File: src/rtl/if_stage.sv
// Instruction fetch stage: issues in-order word fetches, buffers up to two
// responses for decode, and handles execute redirects by flushing and draining.
module if_stage #(
  parameter logic [31:0] RESET_PC  = 32'h0000_0000,
  parameter logic [31:0] NOP_INSTR = 32'h0000_0013
) (
  input  logic        clk,
  input  logic        rst_n,
  output logic        imem_req_valid,
  input  logic        imem_req_ready,
  output logic [31:0] imem_addr,
  input  logic        imem_rsp_valid,
  input  logic [31:0] imem_rsp_data,
  input  logic        jump_valid,
  input  logic [31:0] jump_target,
  input  logic        stall_in,
  output logic [31:0] instr_out,
  output logic [31:0] pc_out,
  output logic        instr_valid_out,
  output logic        misaligned_out
);

  localparam int unsigned XLEN  = 32;
  localparam int unsigned CW    = 2;
  localparam int unsigned SW    = CW + 1;
  localparam int unsigned DEPTH = 2;

  typedef enum logic [1:0] {
    BOOT  = 2'd0,
    RUN   = 2'd1,
    DRAIN = 2'd2
  } state_t;

  state_t          state, state_nxt;
  logic [XLEN-1:0] fetch_pc, fetch_pc_nxt;
  logic [XLEN-1:0] rsp_pc, rsp_pc_nxt;
  logic [XLEN-1:0] fifo_pc    [DEPTH];
  logic [XLEN-1:0] fifo_instr [DEPTH];
  logic            rd_ptr, rd_ptr_nxt;
  logic            wr_ptr, wr_ptr_nxt;
  logic [CW-1:0]   count, count_nxt;
  logic [CW-1:0]   outstanding, outstanding_nxt;
  logic [CW-1:0]   drop, drop_nxt;
  logic            misaligned_nxt;
  logic            req_fire, rsp_fire, push, pop;
  logic [XLEN-1:0] jump_pc;

  assign jump_pc         = {jump_target[XLEN-1:2], 2'b00};
  assign instr_valid_out = (count != '0);
  assign instr_out       = instr_valid_out ? fifo_instr[rd_ptr] : NOP_INSTR;
  assign pc_out          = instr_valid_out ? fifo_pc[rd_ptr] : rsp_pc;
  assign imem_addr       = fetch_pc;

  // Outstanding requests plus buffered entries never exceed the FIFO depth,
  // so every response always has a slot waiting for it.
  assign imem_req_valid  = (state == RUN) && !jump_valid &&
                           ((SW'(outstanding) + SW'(count)) < SW'(DEPTH));

  assign req_fire = imem_req_valid && imem_req_ready;
  assign rsp_fire = imem_rsp_valid && (outstanding != '0);
  assign push     = rsp_fire && (drop == '0) && !jump_valid;
  assign pop      = instr_valid_out && !stall_in && !jump_valid;

  // Next-state logic: redirect overrides every other update
  always_comb begin
    state_nxt       = state;
    fetch_pc_nxt    = fetch_pc;
    rsp_pc_nxt      = rsp_pc;
    rd_ptr_nxt      = rd_ptr;
    wr_ptr_nxt      = wr_ptr;
    count_nxt       = count;
    drop_nxt        = drop;
    outstanding_nxt = outstanding + CW'(req_fire) - CW'(rsp_fire);
    misaligned_nxt  = jump_valid && (jump_target[1:0] != 2'b00);

    if (jump_valid) begin
      fetch_pc_nxt = jump_pc;
      rsp_pc_nxt   = jump_pc;
      rd_ptr_nxt   = 1'b0;
      wr_ptr_nxt   = 1'b0;
      count_nxt    = '0;
      drop_nxt     = outstanding_nxt;
      state_nxt    = (outstanding_nxt != '0) ? DRAIN : RUN;
    end else begin
      if (req_fire) fetch_pc_nxt = fetch_pc + XLEN'(4);
      if (push) begin
        rsp_pc_nxt = rsp_pc + XLEN'(4);
        wr_ptr_nxt = ~wr_ptr;
      end
      if (pop) rd_ptr_nxt = ~rd_ptr;
      count_nxt = count + CW'(push) - CW'(pop);
      if (rsp_fire && (drop != '0)) drop_nxt = drop - CW'(1);

      case (state)
        BOOT:    state_nxt = RUN;
        RUN:     state_nxt = RUN;
        DRAIN:   if (drop_nxt == '0) state_nxt = RUN;
        default: state_nxt = BOOT;
      endcase
    end
  end

  always_ff @(posedge clk) begin
    if (!rst_n) begin
      state          <= BOOT;
      fetch_pc       <= RESET_PC;
      rsp_pc         <= RESET_PC;
      rd_ptr         <= 1'b0;
      wr_ptr         <= 1'b0;
      count          <= '0;
      outstanding    <= '0;
      drop           <= '0;
      misaligned_out <= 1'b0;
    end else begin
      state          <= state_nxt;
      fetch_pc       <= fetch_pc_nxt;
      rsp_pc         <= rsp_pc_nxt;
      rd_ptr         <= rd_ptr_nxt;
      wr_ptr         <= wr_ptr_nxt;
      count          <= count_nxt;
      outstanding    <= outstanding_nxt;
      drop           <= drop_nxt;
      misaligned_out <= misaligned_nxt;
    end
  end

  // Entry payload needs no reset; occupancy qualifies it
  always_ff @(posedge clk) begin
    if (push) begin
      fifo_pc[wr_ptr]    <= rsp_pc;
      fifo_instr[wr_ptr] <= imem_rsp_data;
    end
  end

endmodule

File: config.mk
export PLATFORM = sky130hd
export DESIGN_NAME = if_stage
export DESIGN_NICKNAME = d
export VERILOG_FILES = /design/src/rtl/if_stage.sv
export SDC_FILE = /design/constraint.sdc
export NUM_CORES = 1
export LEC_CHECK = 0
export BUFFER_PORTS_ARGS = -buffer_cell sky130_fd_sc_hd__buf_2
export CAP_MARGIN = 20
export CORE_ASPECT_RATIO = 1.5
export CORE_MARGIN = 4
export CORE_UTILIZATION = 30
export CTS_BUF_LIST = sky130_fd_sc_hd__clkbuf_4
export DETAILED_ROUTE_END_ITERATION = 12
export MAX_ROUTING_LAYER = met4
export PLACE_DENSITY = 0.6
export SLEW_MARGIN = 40
export SYNTH_ARGS = -nofsm -noshare
export SYNTH_HDL_FRONTEND = slang
export SYNTH_SLANG_ARGS = --single-unit
File: constraint.sdc
create_clock -name clk -period 5.4 [get_ports clk]
set_input_delay 0.81 -clock clk [delete_from_list [all_inputs] [get_ports clk]]
set_output_delay 0.81 -clock clk [all_outputs]
set_load 0.05 [all_outputs]
* After elaboration in Yosys (flattened, before gate mapping)
Memory sizes are Yosys's and may differ from the RTL's. A register that Yosys moved wholly into a read port is not among the register bits. Index checks and enable logic that the tools add are counted.
Storage, ports and cells: memories 2, bits in registers 75, memory bits (writable) 128, output and inout bits 99, input port bits 70, logic and storage cells 71
Memory list:
- fifo_instr | words 2, width 32, rd ports 1, clocked after memory_dff 1, write ports 1, RTL line 38 | logic [XLEN-1:0] fifo_instr [DEPTH];
- fifo_pc | words 2, width 32, rd ports 1, clocked after memory_dff 1, write ports 1, RTL line 37 | logic [XLEN-1:0] fifo_pc [DEPTH];
Operators by class: mux-type cells 19, eq/ne operators 3, bitwise operators 3, order comparisons 1, reduce and logical (&&, ||, !) cells 24, $add $sub $neg 8
Operators with widths (number):
- $mux 32 | 6
- $add 32x3->32 const B | 2
- $reduce_bool 2->1 | 7
- $mux 2 | 6
- $logic_and 1x1->1 | 10
- $logic_not 2->1 | 3
- $mux 1 | 6
- $add 2x1->2 | 2
- $pmux 2 s2 | 1
- $reduce_or 2->1 | 2
- $sub 2x1->2 | 2
- $add 2x2->3 | 1
- $lt 3x2->1 const B | 1
- $ne 3x3->1 const B | 1
- $not 1->1 | 3
- $eq 2x1->1 const B | 1
- $eq 2x2->1 const B | 1
- $logic_not 1->1 | 2
- $sub 2x1->2 const B | 1

* Longest topological paths before layout
Gate-level depths: netlist of the first run.
depth after elaboration 9, depth in mapped cells 14, mapped depth without buffers 13

* Worst setup path before layout of the first run
OpenSTA, ideal clock, no wires.
kind input to register, from input port jump_valid, to memory fifo_instr[0][0] (enable), arrival time 4.159 ns, slack 0.759 ns, stages on the path 5, buffers on the path 2, setup time 0.482 ns, required time 4.918 ns, path through inv_1 clkbuf_1 clkbuf_1 nand2_1 nor2_1
Between the ends: cells in the longest elaborated chain, start to end 4
RTL lines:
- from (decl) | RTL line 14 | input logic jump_valid,
- $logic_not 1->1 | RTL line 61 | assign push = rsp_fire && (drop == '0) && !jump_valid;
- $logic_and 1x1->1 | RTL line 61
- $mux 1 | RTL line 129 | if (push) begin
- $mux 1 (implied by the code) | RTL line 131 | fifo_instr[wr_ptr] <= imem_rsp_data;
- to (decl) | RTL line 38
Every way passes these cells.

* Final worst setup path of the first run
from register count[0], to register state[0]
Between the ends: cells in the longest elaborated chain, start to end 9
RTL lines:
- from (decl) | RTL line 41 | logic [CW-1:0] count, count_nxt;
- from (signal assigned) | RTL line 120 | count <= count_nxt;
- $add 2x2->3 | RTL line 57 | ((SW'(outstanding) + SW'(count)) < SW'(DEPTH));
- $lt 3x2->1 | RTL line 57
- $logic_and 1x1->1 | RTL line 56 | assign imem_req_valid = (state == RUN) && !jump_valid &&
- $logic_and 1x1->1 | RTL line 59 | assign req_fire = imem_req_valid && imem_req_ready;
- $add 2x1->2 | RTL line 73 | outstanding_nxt = outstanding + CW'(req_fire) - CW'(rsp_fire);
- $sub 2x1->2 | RTL line 73
- $reduce_bool 2->1 | RTL line 83 | state_nxt = (outstanding_nxt != '0) ? DRAIN : RUN;
- $mux 2 | RTL line 83
- $mux 2 | RTL line 76 | if (jump_valid) begin
- to (signal assigned) | RTL line 115 | state <= state_nxt;
- to (decl) | RTL line 34 | state_t state, state_nxt;
Every way passes these cells. A chain may end at the register's enable or synchronous reset.

==> results of run 1 <==
synthesized netlist by cell type, types with 2 or more instances:
cell type  instances
nand3b_1           2
buf_1              2
or3_1              2
and2_1             6
o21ai_0           63
dfxtp_1           72
o21a_1             3
inv_1             13
clkbuf_1          34
nor3_1            10
mux2i_1           64
xor2_1            38
xnor2_1           14
nor4_4             2
a211oi_1           3
nand4_1           29
and3_1            14
a21oi_1           52
ha_1               7
nand3_1           20
nand2_1           72
nor2_1            54
nor4_1             7
edfxtp_1         124
o32ai_1            2
buf_4              5
o211ai_1           4
a31oi_1            6
sequential cells by signal, summed over array words and instances, names as in the netlist, named ones only:
register / count
fifo_instr: 64
fifo_pc: 60
imem_addr: 30
rsp_pc: 30
count: 2
drop: 2
outstanding: 2
state: 2
misaligned_out: 1
rd_ptr: 1
wr_ptr: 1
power groups by stage:
stage,clock (uW),combinational (uW),sequential (uW)
2_1_floorplan,0,405,1850
5_1_grt,780,675,1800
4_1_cts,726,621,1790
3_3_place_gp,0,611,1820
6_report,688,615,1790
3_5_place_dp,0,617,1820
per-stage QoR:
stage               setup WS, ns  total power (uW)
floorplan                  0.759              2260
global placement            1.76              2430
detailed placement          1.72              2440
CTS                         1.63              3130
global route                1.25              3260
finish                      1.63              3090
final cells by class:
type                            count  area (sq um)  area share [%]
Antenna cell                        1          2.50          0.0251
Clock buffer                       19           143            1.43
Clock inverter                     13          88.8           0.891
Inverter                           14          52.6           0.527
Multi-Input combinational cell    498          3180            31.9
Sequential cell                   196          5170            51.9
Tap cell                          346           433            4.34
Timing Repair Buffer              174           897            9.00
worst paths after layout:
path                  endpoint  slack, ns              start  cells after the start
min reg2reg     fifo_pc[1][19]       0.51         rsp_pc[19]                      0
min          fifo_instr[0][17]       0.39  imem_rsp_data[17]                      1
max reg2reg           state[0]       1.63           count[0]                     13
max                   state[0]       1.63           count[0]                     13
critical path: cells and delay by family, from the launching register on:
family / cells / cell delay (ns)
xor+xnor: 2 / 0.41
buf+inv: 2 / 0.18
compound gates: 2 / 0.30
flops: 1 / 0.43
fa+ha+maj: 3 / 0.92
simple gates: 4 / 1.42
logic make-up (layout without fill, tap and decap cells):
kind of cell             after synthesis  in the layout  share of synthesized area (%)
AND/OR/NAND/NOR                      230            230                           13.5
flip-flops                           196            196                           60.5
AO/OA/AOI/OAI                        138            138                           8.77
multiplexers                          66             66                           7.77
buffers and inverters                 56            220                           2.77
XOR/XNOR                              52             52                           5.34
adder cells (fa/ha/maj)                8              8                           1.26
other                                  1              5                         0.0439
routing by layer:
layer,global-route usage (%),part of all wire (%)
met5,-,0
met4,5.70,2.5
met3,2.43,4.6
met2,24.7,52
met1,17.0,41
==> flow_summary.yaml, run 1 <==
synthesis:
  ys_top_cells_by_area: "edfxtp_1 (44%), dfxtp_1 (17%), mux2i_1 (7.5%)"
  synth_edf_count: 124
  synth_top_area_share_pct: 43.6
  seq_area_frac_synth_pct: 60.5
  synth_top_cell_by_area: "edfxtp_1"
  ys_seq_elements: 196
  synth.avg_cell_area_sq_um: 11.4
  syn_area_sq_um: 8540
  syn_inst: 747
  synthArstFlopShare_pct: 0
  ys_types: 51
  ys_warn_count: 0
  ys.flop_type: "edfxtp_1"
timing:
  min_period_ns: 3.77
  maxSlewViolCount: 0
  hold_viol: 0
  tns_ns: 0
  holdWs_ns: 0.390
  rsz0062_at_grt: "no"
  setup_viol_count_final: 0
  worstMarginPinSlew_ns: 0.800
  post-route-period-util_pct: 69.8
  fin_worst_skew_ns: 0.0356
  fmax_mhz: 265
  slew_headroom_pct: 46.7
cells_and_area:
  fin_util_pct: 35.5
  n_fill_cell: 2813
  fin_cells: 1261
  syn2layout_area_growth_pct: 16.8
  nets: 979
  mostFrequentLayoutCell: "buf_2"
  final_area_sq_um: 9970
  mostFrequentLayoutCells: "buf_2 (165), edfxtp_1 (124), nand2_1 (72), dfxtp_1 (71), mux2i_1 (64)"
  drive_above_1_share_pct: 23.9
drt:
  wl_per_cell_microns: 17.4
  via_count: 6246
  viasPerCell: 4.95
  routed_wl_microns: 22000
  drc: 0
  drt_pass1_iterations: 4
  drtIter0Drc: 321
  ant_nets: 0
power_and_ir_drop:
  p_int_uw: 2070
  power.leakage_uw: 0.00362
  power_density_nw_per_um2: 310
  seq_power_share_pct: 57.8
  pwr-share-comb_pct: 19.9
  switchingPower_uw: 1020
  swShare_pct: 33.0
  pwr-share-clk_pct: 22.3
  ir_drop_uv: 115
clock_network:
  clock_latency_ns: 0.62
  cts-hold-fix-buffers: 0
  cts_root_buffer: "clkbuf_4"
  cts_resized: 0
  post_cts_buffers: 0
  cts_tree: "done"
  cts_buffer_depth: 2
  cts_buffers: 17
  h-tree-depth: 4
  cts_sinks: 196
  path_clk_slew_ns: 0.15
placement:
  placedInstanceArea_sq_um: 9720
  dpl.cell_count: 1227
  place_hpwl_microns: 15700
  gp_congestion: 0.823
  portBuffers: 164
setup_path:
  cp_data_arrival_time_ns: 4.29
  critPathSlowestCell: "or4b_1"
  startpoint_type: "flop"
  critPathMaxStageDelay_ns: 0.70
  crit_required_ns: 5.92
  cp_cell_sequence: "and2_1 > fa_1 > or4b_1 > nor2_1 > inv_1 > ha_1 > inv_1 > ha_1 > xor2_1 > xnor2_1 > nor2b_1 > o32ai_1 > a311oi_1"
  end_kind: "flop"
  cp_max_fo: 6
  crit_type: "reg -> reg"
die:
  rows: 75
  pin_count: 169
  die_h_microns: 215
  die_x_microns: 146
  die-area_sq_um: 31300
  start_util_pct: 30.4
  core_area_sq_um: 28100
global_route:
  grt_pass1_wl_microns: 34600
  grt_pass1_vias: 6168
  track_usage_pct: 14.5
  grt_max_degree: 90
  globalRouteOverflowTotal: 0
  antenna_found_initial: 1
job:
  drv_cap: 0
status:
  status: "finished clean"
hold_path:
  holdCritPathClass: "in -> reg"
Power figures use the tool's default switching activity.
==> run 2, diff against run 1 <==
==> constraint.sdc (replaced) <==
create_clock -name clk -period 3.85 [get_ports clk]
set_input_delay 0.5775 -clock clk [delete_from_list [all_inputs] [get_ports clk]]
set_output_delay 0.5775 -clock clk [all_outputs]
set_load 0.05 [all_outputs]
==> run 2 against run 1 <==
  * Non-clock buffer count increased by 5
  * Sequential cell count is the same
  * Clock skew down 0.0022 ns
  * Final cell count up 0.40%
  * Global-route usage fell by 0.25 points
  * Largest cell class unchanged
==> flow_summary.yaml, run 2 (synthesized netlist as in run 1, its figures left out) <==
global_route:
  track_usage_pct: 14.2
  globalRouteOverflowTotal: 0
  antenna_found_initial: 1
  busiest_layer: "met2"
  grt_pass1_vias: 6161
  use_met1_pct: 16.3
  use_met3_pct: 2.47
  grtUsageMet2_pct: 24.8
  grt_max_degree: 92
  grt_pass1_wl_microns: 34200
clock_network:
  cts_buffers: 17
  cts_root_buffer: "clkbuf_4"
  cts_sinks: 196
  cts_buffer_depth: 2
  clock_latency_ns: 0.64
  post_cts_buffers: 0
  path_clk_slew_ns: 0.18
  h-tree-depth: 4
  cts-hold-fix-buffers: 0
  cts_tree: "done"
  cts_resized: 0
setup_path:
  startpoint_type: "flop"
  end_kind: "flop"
  cp_cell_sequence: "and2_1 > fa_1 > or4b_1 > nor2_1 > inv_1 > ha_1 > inv_1 > ha_1 > xor2_1 > xnor2_1 > nor2b_1 > o32ai_1 > a311oi_1"
  cp_data_arrival_time_ns: 3.76
  crit_required_ns: 4.41
  crit_type: "reg -> reg"
  critPathMaxStageDelay_ns: 0.54
  cp_max_fo: 3
  critPathSlowestCell: "or4b_1"
timing:
  min_period_ns: 3.20
  fmax_mhz: 312
  fin_worst_skew_ns: 0.0334
  rsz0062_at_grt: "no"
  worstMarginPinSlew_ns: 0.854
  tns_ns: 0
  slew_headroom_pct: 42.8
  maxSlewViolCount: 0
  hold_viol: 0
  setup_viol_count_final: 0
  post-route-period-util_pct: 83.1
  holdWs_ns: 0.130
drt:
  routed_wl_microns: 21700
  wl_per_cell_microns: 17.1
  drtIter0Drc: 261
  drt_pass1_iterations: 5
  viasPerCell: 4.87
  via_count: 6161
  ant_nets: 0
  drc: 0
cells_and_area:
  seq_area_sq_um: 5170
  multi_input_area_sq_um: 3170
  largest-register: "fifo_instr"
  mostFrequentLayoutCells: "buf_2 (164), edfxtp_1 (124), nand2_1 (72), dfxtp_1 (71), mux2i_1 (64)"
  mostFrequentLayoutCell: "buf_2"
  largest_reg_flops: 64
  syn2layout_area_growth_pct: 18.0
  final_area_sq_um: 10100
  nets: 984
  reg_top3: "fifo_instr x64, fifo_pc x60"
  n_fill_cell: 2811
  drive_above_1_share_pct: 24.3
placement:
  place_hpwl_microns: 15600
  placedInstanceArea_sq_um: 9780
  gp_congestion: 0.824
  portBuffers: 164
die:
  start_util_pct: 30.4
  pin_count: 169
  die_h_microns: 215
  die_x_microns: 146
  core_area_sq_um: 28100
  die-area_sq_um: 31300
  rows: 75
power_and_ir_drop:
  ir_drop_uv: 176
  power.leakage_uw: 0.00368
  power_density_nw_per_um2: 447
hold_path:
  holdCritPathClass: "in -> reg"
status:
  status: "finished clean"
job:
  drv_cap: 0
==> run 2: cell count changes in the layout (fill, tap and decap cells not counted), sizes merged <==
cell | previous run | this run
buf | 174 | 179
bufinv | 0 | 1
clkbuf | 19 | 17
clkinv | 7 | 5
clkinvlp | 2 | 1
inv | 18 | 22
==> run 2: worst paths after layout <==
| kind | startpoint | to | slack [ns] | depth (start not counted) |
|---|---|---|---|---|
| hold reg to reg | rsp_pc[19] | fifo_pc[0][19] | 0.52 | 0 |
| setup reg to reg | count[0] | state[0] | 0.65 | 13 |
| setup / recovery | count[0] | state[0] | 0.65 | 13 |
| hold / removal | imem_rsp_data[27] | fifo_instr[0][27] | 0.13 | 1 |
==> run 2: cell type report <==
class | count | share of cell area, %
multi-input combinational | 498 | 31.5
timing repair buffer | 179 | 9.51
antenna | 1 | 0.0248
sequential | 196 | 51.3
clock inverter | 15 | 1.59
inverter | 14 | 0.522
tap | 346 | 4.30
clock buffer | 17 | 1.27
==> run 2: critical path: cells and delay by family (launching register included) <==
kind	cells	cell delay, ns
AOI/OAI and AO/OA	2	0.30
and+or+nand+nor	4	1.01
xor gates and xnor gates	2	0.38
adders and majority gates	3	0.89
buffers and inverters	2	0.13
DFF	1	0.43
==> run 2: power by group <==
group | internal, uW | switching, uW
Clock | 351 | 770
Combinational | 250 | 622
Sequential | 2390 | 116
==> run 2: stage by stage <==
stage               power (uW)  worst slack, ns  std cells  utilization, %
finish                    4500            0.650       1266            35.9
global route              4720            0.442       1266            35.9
CTS                       4560            0.635       1265            35.9
detailed placement        3430            0.669       1233            34.9
global placement          3420            0.656       1233            34.8
floorplan                 3160            0.470        750               -
==> run 2: routing by layer <==
layer	share of wire, %	vias to the layer above
li1	-	3042
met1	43	2932
met2	52	161
met3	3.5	26
met4	2.1	0
met5	0	-
==> run 3, diff against run 2 <==
--- a/config.mk
+++ b/config.mk
@@ -13,7 +13,7 @@
 export CTS_BUF_LIST = sky130_fd_sc_hd__clkbuf_4
 export DETAILED_ROUTE_END_ITERATION = 12
 export MAX_ROUTING_LAYER = met4
-export PLACE_DENSITY = 0.6
+export PLACE_DENSITY = 0.61
 export SLEW_MARGIN = 40
 export SYNTH_ARGS = -nofsm -noshare
 export SYNTH_HDL_FRONTEND = slang
==> constraint.sdc (replaced) <==
create_clock -name clk -period 2.75 [get_ports clk]
set_input_delay 0.4125 -clock clk [delete_from_list [all_inputs] [get_ports clk]]
set_output_delay 0.4125 -clock clk [all_outputs]
set_load 0.05 [all_outputs]
==> run 3 against run 2 <==
  * The flow now finishes with violations (negative setup slack)
  * Sequential power up 40%
  * Fmax up 6.0%
  * Clock-buffer cell count unchanged
  * Highest routed layer unchanged
  * Register-to-register slack worse by 0.92 ns
  * Combinational power up 73%
  * First-iteration DRC count up 54%
  * Core utilization up 3.0 points
==> flow_summary.yaml, run 3 (synthesized netlist as in run 1, its figures left out) <==
timing:
  fmax_mhz: 331
  post-route-period-util_pct: 110
  setup_viol_count_final: 5
  layout_setup_ws_ns: -0.270
  maxSlewViolCount: 0
  hold_viol: 0
  rsz0062_at_grt: "yes"
  fin_worst_skew_ns: 0.0298
  worstMarginPinSlew_ns: 0.751
  slew_headroom_pct: 49.7
  min_period_ns: 3.02
die:
  rows: 75
  die_h_microns: 215
  die-area_sq_um: 31300
  core_area_sq_um: 28100
  die_x_microns: 146
  start_util_pct: 30.4
  pin_count: 169
power_and_ir_drop:
  power_density_nw_per_um2: 597
  power.leakage_uw: 0.00406
  ir_drop_uv: 259
hold_path:
  min_to: "rsp_pc[31]"
  holdCritPathClass: "in -> reg"
  min_from: "jump_target[31]"
  hold_path_depth: 3
global_route:
  busiest_layer: "met2"
  grt_pass1_wl_microns: 36300
  grt_max_degree: 78
  track_usage_pct: 15.2
  antenna_found_initial: 1
  use_met1_pct: 17.7
  grtUsageMet2_pct: 26.1
  globalRouteOverflowTotal: 0
  grt_pass1_vias: 6516
  use_met3_pct: 2.45
cells_and_area:
  syn2layout_area_growth_pct: 28.0
  drive_above_1_share_pct: 27.1
  mostFrequentLayoutCells: "buf_2 (153), edfxtp_1 (124), nand2_1 (71), dfxtp_1 (69), mux2i_1 (64)"
  fin_util_pct: 38.9
  largest_reg_flops: 64
  mostFrequentLayoutCell: "buf_2"
  largest-register: "fifo_instr"
  n_fill_cell: 2736
  fin_cells: 1339
  reg_top3: "fifo_instr x64, fifo_pc x60"
  nets: 1056
clock_network:
  clock_latency_ns: 0.65
  cts_sinks: 196
  path_clk_slew_ns: 0.19
  cts_root_buffer: "clkbuf_4"
  cts_tree: "done"
  cts_buffer_depth: 2
  cts_buffers: 17
  h-tree-depth: 4
setup_path:
  timing.rr.end: "state[0]"
  r2r_slack_ns: -0.27
  cp_data_arrival_time_ns: 3.57
  crit_type: "reg -> reg"
  startpoint_type: "flop"
  critPathSlowestCell: "or4b_4"
  cp_max_fo: 2
  cp_cell_sequence: "and2_4 > fa_1 > or4b_4 > nor2_4 > inv_2 > ha_4 > inv_2 > ha_4 > xor2_1 > xnor2_1 > nor2b_2 > o32ai_2 > a311oi_1"
  crit_required_ns: 3.30
  critPathMaxStageDelay_ns: 0.53
  worstRegToRegCells: 13
  end_kind: "flop"
  r2r-start: "outstanding[0]"
drt:
  viasPerCell: 4.87
  wl_per_cell_microns: 17.4
  via_count: 6522
  drt_pass1_iterations: 4
  drtIter0Drc: 403
  routed_wl_microns: 23300
  ant_nets: 0
  drc: 0
placement:
  place_hpwl_microns: 15600
  gp_congestion: 0.834
  portBuffers: 164
  dpl.cell_count: 1252
status:
  violations: "negative setup slack"
  status: "finished, violations left"
job:
  drv_cap: 0
==> run 3: per-stage QoR <==
stage          total power (uW)  setup TNS, ns  hold slack [ns]  setup WS (ns)  area, sq um
3_5_place_dp               4930         -0.715            0.492         -0.274         9990
2_1_floorplan              4470         -0.945            0.447         -0.341         8590
3_3_place_gp               4910         -0.455            0.489         -0.205         9990
5_1_grt                    6870          -1.85           0.0401         -0.435        10900
6_report                   6520         -0.666           0.0862         -0.270        10900
4_1_cts                    6560         -0.611          0.00306         -0.270        10800
==> run 3: worst max-delay path, delay by kind of cell, from the launching register on <==
family | cells | cell delay, ns
flops | 1 | 0.36
simple gates | 4 | 0.98
buf+inv | 2 | 0.10
fa+ha+maj | 3 | 0.88
compound gates | 2 | 0.29
xor+xnor | 2 | 0.30
==> run 3: area by class of cell <==
type | count | area, sq um | share of cell area (%)
tap | 346 | 433 | 3.96
clock inverter | 15 | 140 | 1.28
clock buffer | 17 | 128 | 1.17
antenna | 2 | 5.00 | 0.0458
sequential | 196 | 5170 | 47.3
timing repair buffer | 251 | 1720 | 15.8
inverter | 14 | 52.6 | 0.481
multi-input combinational | 498 | 3270 | 29.9
==> run 3: layer usage <==
| metal | routed length [microns] | vias to the layer above |
|---|---|---|
| met4 | 586 | 0 |
| met5 | 0 | - |
| met1 | 9760 | 3119 |
| li1 | - | 3197 |
| met3 | 956 | 34 |
| met2 | 12000 | 172 |
==> run 3: repair_timing <==
action | in CTS | in global routing
resized for setup | 4 | 39
pin swaps | 3 | 14
setup buffers | 2 | 5
hold buffers | 44 | 0
hold endpoints to repair | 79 | 0
cloned | 1 | 1
endpoints found under the setup margin | 19 | 28
==> run 3: power by group <==
part,switching [uW],internal [uW],total [uW]
sequential,159,3350,3510
combinational,965,541,1510
clock,1110,401,1510
total,2230,4290,6520
==> run 3: worst max path at each step <==
stage              startpoint  endpoint  slack, ns
3_3_place_gp         count[0]  state[0]      -0.21
5_1_grt        outstanding[0]  state[0]      -0.44
3_5_place_dp         count[0]  state[0]      -0.27
6_report       outstanding[0]  state[0]      -0.27
4_1_cts        outstanding[0]  state[0]      -0.27
2_1_floorplan  outstanding[0]  state[0]      -0.34
